File: src/rtl/instruction_fetch_unit.sv
// Instruction fetch unit: launches line fetches to a fixed-latency instruction memory,
// buffers one 64-bit line and issues 32-bit instructions over a valid/ready handshake.
module instruction_fetch_unit #(
  parameter logic [15:0] RESET_PC    = 16'h0000,
  parameter int          MEM_LATENCY = 5
) (
  input  logic        clk,
  input  logic        rst_n,
  output logic [15:0] imem_addr,
  input  logic [63:0] imem_ins,
  output logic        inst_valid,
  input  logic        inst_ready,
  output logic [31:0] inst,
  output logic [15:0] inst_pc,
  input  logic        redirect_valid,
  input  logic [15:0] redirect_pc,
  output logic        busy
);

  localparam int CW = $clog2(MEM_LATENCY + 2);

  typedef enum logic {
    FETCH = 1'b0,
    SERVE = 1'b1
  } state_t;

  state_t        state_q, state_d;
  logic [15:0]   pc_q, pc_d;
  logic [15:0]   imem_addr_q, imem_addr_d;
  logic [63:0]   line_buf_q, line_buf_d;
  logic [12:0]   line_tag_q, line_tag_d;
  logic          line_valid_q, line_valid_d;
  logic [CW-1:0] wait_cnt_q, wait_cnt_d;

  logic [15:0]   pc_seq;
  logic [15:0]   pc_redir;

  assign pc_seq   = pc_q + 16'd4;
  assign pc_redir = redirect_pc & 16'hFFFC;

  // Redirect beats the handshake; a redirect that misses the buffer restarts the fetch,
  // even when the target line is the one already in flight.
  always_comb begin
    state_d      = state_q;
    pc_d         = pc_q;
    imem_addr_d  = imem_addr_q;
    line_buf_d   = line_buf_q;
    line_tag_d   = line_tag_q;
    line_valid_d = line_valid_q;
    wait_cnt_d   = wait_cnt_q;

    if (redirect_valid) begin
      pc_d = pc_redir;
      if (line_valid_q && (pc_redir[15:3] == line_tag_q)) begin
        state_d    = SERVE;
        wait_cnt_d = '0;
      end else begin
        state_d      = FETCH;
        imem_addr_d  = {pc_redir[15:3], 3'b000};
        wait_cnt_d   = '0;
        line_valid_d = 1'b0;
      end
    end else begin
      unique case (state_q)
        FETCH: begin
          if (wait_cnt_q == CW'(MEM_LATENCY)) begin
            line_buf_d   = imem_ins;
            line_tag_d   = imem_addr_q[15:3];
            line_valid_d = 1'b1;
            wait_cnt_d   = '0;
            state_d      = SERVE;
          end else begin
            wait_cnt_d = wait_cnt_q + CW'(1);
          end
        end
        SERVE: begin
          if (inst_ready) begin
            pc_d = pc_seq;
            if (pc_seq[15:3] != line_tag_q) begin
              imem_addr_d = {pc_seq[15:3], 3'b000};
              wait_cnt_d  = '0;
              state_d     = FETCH;
            end
          end
        end
        default: state_d = FETCH;
      endcase
    end
  end

  always_ff @(posedge clk) begin
    if (!rst_n) begin
      state_q      <= FETCH;
      pc_q         <= RESET_PC;
      imem_addr_q  <= {RESET_PC[15:3], 3'b000};
      line_buf_q   <= '0;
      line_tag_q   <= '0;
      line_valid_q <= 1'b0;
      wait_cnt_q   <= '0;
    end else begin
      state_q      <= state_d;
      pc_q         <= pc_d;
      imem_addr_q  <= imem_addr_d;
      line_buf_q   <= line_buf_d;
      line_tag_q   <= line_tag_d;
      line_valid_q <= line_valid_d;
      wait_cnt_q   <= wait_cnt_d;
    end
  end

  // Outputs come straight from state flops; inst/inst_pc read as zero while fetching.
  assign imem_addr  = imem_addr_q;
  assign inst_valid = (state_q == SERVE);
  assign busy       = (state_q == FETCH);
  assign inst_pc    = inst_valid ? pc_q : 16'h0000;
  assign inst       = inst_valid ? (pc_q[2] ? line_buf_q[63:32] : line_buf_q[31:0]) : 32'h0;

endmodule

File: config.mk
export PLATFORM = sky130hd
export DESIGN_NAME = instruction_fetch_unit
export DESIGN_NICKNAME = d
export VERILOG_FILES = /design/src/rtl/instruction_fetch_unit.sv
export SDC_FILE = /design/constraint.sdc
export NUM_CORES = 1
export LEC_CHECK = 0
export CAP_MARGIN = 10
export CORE_MARGIN = 2
export CORE_UTILIZATION = 53
export DETAILED_ROUTE_END_ITERATION = 10
export PLACE_DENSITY = 0.92
export REMOVE_ABC_BUFFERS = 1
export SLEW_MARGIN = 10
export SYNTH_ARGS = -nofsm -noshare
export SYNTH_HDL_FRONTEND = slang
export SYNTH_SLANG_ARGS = --single-unit
File: constraint.sdc
create_clock -name clk -period 4.9 [get_ports clk]
set_input_delay 0.735 -clock clk [delete_from_list [all_inputs] [get_ports clk]]
set_output_delay 0.735 -clock clk [all_outputs]
set_load 0.01 [all_outputs]
==> reports/results.tsv, run 1 <==
stage	metric	value	unit
detailed_routing	via count normalized by instance count	5.359	
worst_setup_path	WP data required	4160	ps
logic_synthesis	most common library cells after synthesis	sky130_fd_sc_hd__nand2_1 (197), sky130_fd_sc_hd__dfxtp_1 (109), sky130_fd_sc_hd__a21oi_1 (96), sky130_fd_sc_hd__nor2_1 (63), sky130_fd_sc_hd__mux2i_1 (46)	
cts	Root Buffer Master	sky130_fd_sc_hd__clkbuf_8	
power	Cell Pwr Density	236.6	nW/um2
floorplanning	Core Area	10230	um2
timing	final count of hold timing violations	0	
logic_synthesis	post-synthesis cell count	728	
cts	Clock Tree Buf Depth	2	
floorplanning	num ports	150	
global_routing	total global routing overflow	0	
detailed_routing	Initial DRC Count	256	
worst_setup_path	Setup CP Type	reg -> out	
cts	post-cts gate resize count	0	
detailed_routing	via count	5214	
floorplanning	Starting Density	0.5412	
global_routing	number of antenna violations at the first check in global routing	0	
worst_setup_path	Crit Path Max Fanout	26	
timing	final worst clock skew	12.14	ps
detailed_routing	average wire per standard cell	14.90	um
job	Max Cap Viol	0	
finish	synthesis-to-layout area growth	29.04	%
finish	number of filler cells placed in the layout	791	
finish	Diodes inserted	0	
logic_synthesis	Synth Area per Inst	7.605	um2
worst_setup_path	critical path launch point	inst_valid$_SDFF_PN0_	
logic_synthesis	count of flip-flops with a built-in enable after synthesis	0	
cts	clock slew at the register clock pins of the worst setup and hold paths	110	ps
power	worst ir drop on vdd	0.0001565	V
cts	hold bufs inserted after CTS	0	
detailed_routing	length of the first detailed-routing pass in iterations	5	
power	Total Power Consumption	1.690	mW
logic_synthesis	number of storage elements in the synthesis netlist	109	
hold_path	worst min-delay path category	reg -> reg	
finish	multi-input logic area	3069	um2
place	Port-buffer cells	142	
timing	setup repair after global routing missed its margin	false	
floorplanning	floorplan die area	11280	um2
cts	CTS Sinks	109	
floorplanning	num rows	37	
logic_synthesis	top cell type's share of synthesized area	0.3941	
cts	TritonCTS Buffers	9	
status	outcome	finished, final reports clean	
floorplanning	Die Span Y	106.2	um
detailed_routing	DRT antenna net count	0	
logic_synthesis	asr flop ratio synth	0	
logic_synthesis	sequential cell area fraction in the yosys report	0.3941	
cts	worst-skew pair later-pin latency	380	ps
floorplanning	die width	106.2	um
logic_synthesis	synth warn	0	
logic_synthesis	Synth area leader	sky130_fd_sc_hd__dfxtp_1	
power	static leakage	2.321	nW
worst_setup_path	Startpoint Class	register	
global_routing	global-route usage over all layers	0.2632	
timing	maximum clock frequency	293.7	MHz
worst_setup_path	setup slack, reg-to-reg	1810	ps
place	Final Wtd Congestion	0.9245	
logic_synthesis	leading post-synthesis cells by cell area	sky130_fd_sc_hd__dfxtp_1 (39%), sky130_fd_sc_hd__nand2_1 (13%), sky130_fd_sc_hd__a21oi_1 (8.7%)	
timing	worst slew margin relative to its limit	0.3870	
worst_setup_path	source of the worst register-to-register timing path	pc_q[3]$_SDFFE_PN0P_	
worst_setup_path	Critical R2R Capture	imem_addr[3]$_SDFFE_PN0P_	
timing	worst-margin pin slew	916.1	ps
timing	fin crit period	3404	ps
worst_setup_path	arrival time at the worst endpoint	2670	ps
logic_synthesis	number of distinct library cell variants in the gate-level netlist after synthesis	59	
finish	share of the core filled with cells	0.6983	
global_routing	pin count of the biggest net entering global routing	79	
global_routing	wire length of the first global-routing pass	23.89	mm
logic_synthesis	flip-flop cell with the highest count after synthesis	sky130_fd_sc_hd__dfxtp_1	
detailed_routing	number of remaining DRC errors	0	
timing	final period utilization	0.6948	
logic_synthesis	most used standard cell by instance count after synthesis	sky130_fd_sc_hd__nand2_1	
cts	CTS tree	yes	
timing	number of max-slew violations in the final report	0	
finish	number of nets in the layout	917	
cts	total setup buffers inserted after CTS	0	
worst_setup_path	depth of the most critical reg-to-reg path	9	
worst_setup_path	endpoint of the worst setup timing path	inst[15]	
finish	Register Area	2183	um2
timing	final setup vio count	0	
place	post-detail-place hpwl	9.813	mm
detailed_routing	Post-Route WL	14.50	mm
worst_setup_path	critical path endpoint category	output pin	
logic_synthesis	area of the mapped netlist	5537	um2
finish	layout cells sized above 1	0.04421	
global_routing	number of global-route vias before repair	4929	
cts	level count of the clock H-tree	3	
-- per-layer routing --
layer	global-route usage	vias to the layer above	wire length, um
met5	0	-	0
met4	0.09398	0	330
met3	0.1018	26	1439
met2	0.4254	199	6970
met1	0.3187	2375	5762
li1	-	2614	-
-- worst min-delay path by stage --
stage	start	end	slack (ps)	depth (start not counted)
2_1_floorplan	line_buf_q[0]$_SDFFE_PN0P_	line_buf_q[0]$_SDFFE_PN0P_	440	2
3_3_place_gp	line_buf_q[5]$_SDFFE_PN0P_	line_buf_q[5]$_SDFFE_PN0P_	440	2
5_1_grt	line_buf_q[13]$_SDFFE_PN0P_	line_buf_q[13]$_SDFFE_PN0P_	480	2
6_report	line_buf_q[42]$_SDFFE_PN0P_	line_buf_q[42]$_SDFFE_PN0P_	460	2
4_1_cts	line_buf_q[13]$_SDFFE_PN0P_	line_buf_q[13]$_SDFFE_PN0P_	460	2
3_5_place_dp	line_buf_q[13]$_SDFFE_PN0P_	line_buf_q[13]$_SDFFE_PN0P_	450	2
-- cell type report --
| type | instances | share of cell area |
|---|---|---|
| Clock buffer | 10 | 0.01926 |
| Clock inverter | 6 | 0.01016 |
| Inverter | 8 | 0.004203 |
| Multi-Input combinational cell | 554 | 0.4296 |
| Sequential cell | 109 | 0.3056 |
| Tap cell | 136 | 0.02382 |
| Timing Repair Buffer | 150 | 0.2074 |
-- placed cells by master (no fill, tap or decap), types with 3 or more instances in the layout --
cell                                n
sky130_fd_sc_hd__buf_4              8
sky130_fd_sc_hd__a31oi_1            3
sky130_fd_sc_hd__nor2b_1            3
sky130_fd_sc_hd__and2_1            12
sky130_fd_sc_hd__o211ai_1           4
sky130_fd_sc_hd__nor3_1             5
sky130_fd_sc_hd__xor2_1            13
sky130_fd_sc_hd__clkbuf_8          10
sky130_fd_sc_hd__xnor2_1           28
sky130_fd_sc_hd__nand4_1            7
sky130_fd_sc_hd__nor2_1            63
sky130_fd_sc_hd__conb_1             5
sky130_fd_sc_hd__o21ai_0           12
sky130_fd_sc_hd__a21oi_1           96
sky130_fd_sc_hd__o2111ai_1          3
sky130_fd_sc_hd__nand2_1          197
sky130_fd_sc_hd__mux2i_1           46
sky130_fd_sc_hd__dfxtp_1          108
sky130_fd_sc_hd__nand2b_1           9
sky130_fd_sc_hd__nand3_1            9
sky130_fd_sc_hd__nor4_1             4
sky130_fd_sc_hd__inv_1              5
sky130_fd_sc_hd__clkdlybuf4s50_1  142
-- kinds of logic after synthesis --
logic type | after synthesis | synth area share
AO/OA/AOI/OAI | 136 | 0.1388
XOR/XNOR | 42 | 0.06893
buffers and inverters | 69 | 0.05627
other | 1 | 0.0006773
adder cells (fa/ha/maj) | 1 | 0.002260
flip-flops | 109 | 0.3941
AND/OR/NAND/NOR | 324 | 0.2558
multiplexers | 46 | 0.08316
-- power breakdown --
group	switching, mW	total (mW)	internal, mW
Sequential	0.0208	0.921	0.900
Clock	0.349	0.568	0.219
Combinational	0.0903	0.202	0.112
Total	0.460	1.69	1.23
-- sequential cells by signal (all words and copies together) (netlist names) --
register      cells
line_buf_q       64
pc_q             14
imem_addr        13
line_tag_q       13
wait_cnt_q        3
inst_valid        1
line_valid_q      1
-- worst max-delay path, stage by stage (launching register included) --
cell,delay (ps)
sky130_fd_sc_hd__dfxtp_1,690
sky130_fd_sc_hd__inv_1,440
sky130_fd_sc_hd__buf_4,370
sky130_fd_sc_hd__nor2_1,180
sky130_fd_sc_hd__clkdlybuf4s50_1,620
-- per-stage QoR --
stage          instances  instance area (um2)  worst slack [ps]  TNS [ps]  hold WS, ps
4_1_cts              973                 7144              1497         0        462.9
6_report             973                 7144              1496         0        459.2
2_1_floorplan        671                 5270             -2717   -211800        435.7
3_5_place_dp         957                 6934              1879         0        445.6
5_1_grt              973                 7144              1389         0        479.4
3_3_place_gp         957                 6934              1905         0        441.5
Power figures use the tool's default switching activity.
==> inputs of run 2 (changes only) <==
--- a/config.mk
+++ b/config.mk
@@ -7,9 +7,9 @@
 export LEC_CHECK = 0
 export CAP_MARGIN = 10
 export CORE_MARGIN = 2
-export CORE_UTILIZATION = 53
+export CORE_UTILIZATION = 44
 export DETAILED_ROUTE_END_ITERATION = 10
-export PLACE_DENSITY = 0.92
+export PLACE_DENSITY = 0.82
 export REMOVE_ABC_BUFFERS = 1
 export SLEW_MARGIN = 10
 export SYNTH_ARGS = -nofsm -noshare
==> constraint.sdc (replaced) <==
create_clock -name clk -period 2.8 [get_ports clk]
set_input_delay 0.42 -clock clk [delete_from_list [all_inputs] [get_ports clk]]
set_output_delay 0.42 -clock clk [all_outputs]
set_load 0.01 [all_outputs]
==> run 2 against run 1 <==
Via count is 0.12% higher. Power is 91% higher. Utilization is 8.7 points lower. Design area is 4.1% higher. Highest routed layer unchanged. Combinational power is 87% higher.
==> reports/results.tsv, run 2 (synthesis gave the netlist of run 1 again) <==
stage	metric	value	unit	change
floorplanning	Starting Density	0.4552		was 0.5412
timing	total negative slack	0	ps	unchanged
detailed_routing	Post-Route WL	14.55	mm	was 14.50 mm
cts	worst-skew pair later-pin latency	360	ps	was 380 ps
finish	multi-input logic area	3087	um2	was 3069 um2
finish	commonest non-fill, non-tap cell in the layout	sky130_fd_sc_hd__nand2_1		unchanged
timing	setup repair after global routing missed its margin	false		unchanged
timing	final-layout worst hold slack	456.4	ps	was 459.2 ps
cts	Root Buffer Master	sky130_fd_sc_hd__clkbuf_16		was sky130_fd_sc_hd__clkbuf_8
cts	level count of the clock H-tree	3		unchanged
floorplanning	num rows	40		was 37
place	post-detail-place hpwl	10.21	mm	was 9.813 mm
floorplanning	Core Area	12160	um2	was 10230 um2
cts	TritonCTS Buffers	9		unchanged
timing	final setup vio count	0		unchanged
status	outcome	finished, final reports clean		unchanged
power	static leakage	2.454	nW	was 2.321 nW
power	worst ir drop on vdd	0.0004757	V	was 0.0001565 V
detailed_routing	DRT antenna net count	0		unchanged
worst_setup_path	setup slack, reg-to-reg	140	ps	was 1810 ps
worst_setup_path	endpoint of the worst setup timing path	imem_addr[5]$_SDFFE_PN0P_		was inst[15]
timing	final period utilization	0.9513		
worst_setup_path	depth of the most critical reg-to-reg path	10		was 9
place	Final Wtd Congestion	0.9200		was 0.9245
worst_setup_path	critical path launch point	pc_q[3]$_SDFFE_PN0P_		was inst_valid$_SDFF_PN0_
worst_setup_path	Setup CP Type	reg -> reg		was reg -> out
finish	Diodes inserted	0		unchanged
cts	clock slew at the register clock pins of the worst setup and hold paths	80	ps	was 110 ps
worst_setup_path	WP data required	3040	ps	was 4160 ps
timing	worst-margin pin slew	603.9	ps	was 916.1 ps
detailed_routing	number of remaining DRC errors	0		unchanged
worst_setup_path	Startpoint Class	register		unchanged
global_routing	total global routing overflow	0		unchanged
finish	synthesis-to-layout area growth	34.33	%	was 29.04%
finish	commonest cells after routing, fill and taps aside	sky130_fd_sc_hd__nand2_1 (197), sky130_fd_sc_hd__clkdlybuf4s50_1 (142), sky130_fd_sc_hd__dfxtp_1 (106), sky130_fd_sc_hd__a21oi_1 (96), sky130_fd_sc_hd__nor2_1 (63)		was sky130_fd_sc_hd__nand2_1 (197), sky130_fd_sc_hd__clkdlybuf4s50_1 (142), sky130_fd_sc_hd__dfxtp_1 (108), sky130_fd_sc_hd__a21oi_1 (96), sky130_fd_sc_hd__nor2_1 (63)
finish	number of nets in the layout	933		was 917
worst_setup_path	Critical R2R Capture	imem_addr[5]$_SDFFE_PN0P_		was imem_addr[3]$_SDFFE_PN0P_
job	Max Cap Viol	0		unchanged
detailed_routing	via count normalized by instance count	5.118		was 5.359
finish	number of flip-flops under the largest register name	64		unchanged
cts	CTS tree	yes		unchanged
worst_setup_path	Crit Path Max Fanout	7		was 26
finish	number of filler cells placed in the layout	1093		was 791
global_routing	number of global-route vias before repair	4913		was 4929
detailed_routing	via count	5220		was 5214
place	post-place setup slack	153.4	ps	was 1879 ps
global_routing	pin count of the biggest net entering global routing	73		was 79
timing	maximum clock frequency	375.4	MHz	
worst_setup_path	critical path endpoint category	register		was output pin
floorplanning	num ports	150		unchanged
global_routing	wire length of the first global-routing pass	23.74	mm	was 23.89 mm
timing	final setup slack of the worst path	136.4	ps	was 1496 ps
finish	Biggest register	line_buf_q		unchanged
worst_setup_path	arrival time at the worst endpoint	2900	ps	was 2670 ps
finish	layout cells sized above 1	0.06573		was 0.04421
timing	final worst clock skew	12.16	ps	was 12.14 ps
detailed_routing	uppermost metal layer occupied by signal nets	met4		unchanged
finish	share of the core filled with cells	0.6115		was 0.6983
detailed_routing	Initial DRC Count	281		was 256
cts	Clock Tree Buf Depth	2		unchanged
timing	number of max-slew violations in the final report	0		unchanged
power	Cell Pwr Density	435.3	nW/um2	was 236.6 nW/um2
floorplanning	floorplan die area	13500	um2	was 11280 um2
place	Port-buffer cells	142		unchanged
worst_setup_path	source of the worst register-to-register timing path	pc_q[3]$_SDFFE_PN0P_		unchanged
timing	worst slew margin relative to its limit	0.5974		was 0.3870
finish	Register Area	2186	um2	was 2183 um2
detailed_routing	length of the first detailed-routing pass in iterations	7		was 5
detailed_routing	Met3 Wirelength	1.218	mm	was 1.439 mm
finish	largest registers ranked by flip-flop count	line_buf_q: 64 flops, pc_q: 14 flops		unchanged
floorplanning	Die Span Y	116.2	um	was 106.2 um
floorplanning	die width	116.2	um	was 106.2 um
cts	hold bufs inserted after CTS	0		unchanged
hold_path	worst min-delay path category	reg -> reg		unchanged
cts	CTS Sinks	109		unchanged
detailed_routing	average wire per standard cell	14.27	um	was 14.90 um
detailed_routing	wire length on met2	6.949	mm	was 6.970 mm
timing	final count of hold timing violations	0		unchanged
global_routing	global-route usage over all layers	0.2232		was 0.2632
power	Total Power Consumption	3.237	mW	was 1.690 mW
timing	fin crit period	2664	ps	
detailed_routing	wire length the detailed router placed on met1	6.101	mm	was 5.762 mm
cts	total setup buffers inserted after CTS	0		unchanged
global_routing	number of antenna violations at the first check in global routing	0		unchanged
run 2: layer usage:
layer | GRT usage | vias up
met5 | 0 | -
met4 | 0.06508 | 0
met3 | 0.08563 | 18
met2 | 0.3684 | 163
met1 | 0.2723 | 2396
li1 | - | 2643
run 2: worst min path at each step:
stage	endpoint	depth (start not counted)	slack, ps	start
2_1_floorplan	line_buf_q[0]$_SDFFE_PN0P_	2	440	line_buf_q[0]$_SDFFE_PN0P_
3_3_place_gp	line_buf_q[61]$_SDFFE_PN0P_	2	440	line_buf_q[61]$_SDFFE_PN0P_
3_5_place_dp	line_buf_q[3]$_SDFFE_PN0P_	2	450	line_buf_q[3]$_SDFFE_PN0P_
4_1_cts	line_buf_q[6]$_SDFFE_PN0P_	2	460	line_buf_q[6]$_SDFFE_PN0P_
5_1_grt	line_buf_q[28]$_SDFFE_PN0P_	2	470	line_buf_q[28]$_SDFFE_PN0P_
6_report	line_buf_q[3]$_SDFFE_PN0P_	2	460	line_buf_q[3]$_SDFFE_PN0P_
run 2: power by group:
group	switching [mW]	total, mW	internal [mW]
Clock	0.629	1.26	0.628
Sequential	0.0293	1.60	1.57
Combinational	0.167	0.377	0.210
run 2: what timing repair did:
| action | in CTS | in global routing |
|---|---|---|
| endpoints found under the hold margin | 0 | 0 |
| endpoints found under the setup margin | 0 | 12 |
| resized for setup | 0 | 5 |
run 2: metrics by stage:
stage / instance area, um2 / instances
floorplan: 5270 / 671
global placement: 7132 / 1005
detailed placement: 7132 / 1005
CTS: 7417 / 1020
global route: 7437 / 1020
finish: 7437 / 1020
run 2: area by class of cell:
class	instances	area share
inverters	8	0.004038
well taps	168	0.02826
multi-input cells	554	0.4150
clock inverters	6	0.008075
repair buffers	166	0.2204
flip-flops and latches	109	0.2939
clock buffers	9	0.03028
run 2: worst max-delay path, cell delays in order, from the launching register on:
cell	delay [ps]
sky130_fd_sc_hd__dfxtp_1	340
sky130_fd_sc_hd__ha_1	280
sky130_fd_sc_hd__and3_1	300
sky130_fd_sc_hd__xnor3_1	250
sky130_fd_sc_hd__a31oi_1	150
sky130_fd_sc_hd__o2111ai_1	150
sky130_fd_sc_hd__nor4_2	380
sky130_fd_sc_hd__a21oi_2	170
sky130_fd_sc_hd__o21a_1	230
sky130_fd_sc_hd__buf_4	190
sky130_fd_sc_hd__mux2i_1	120
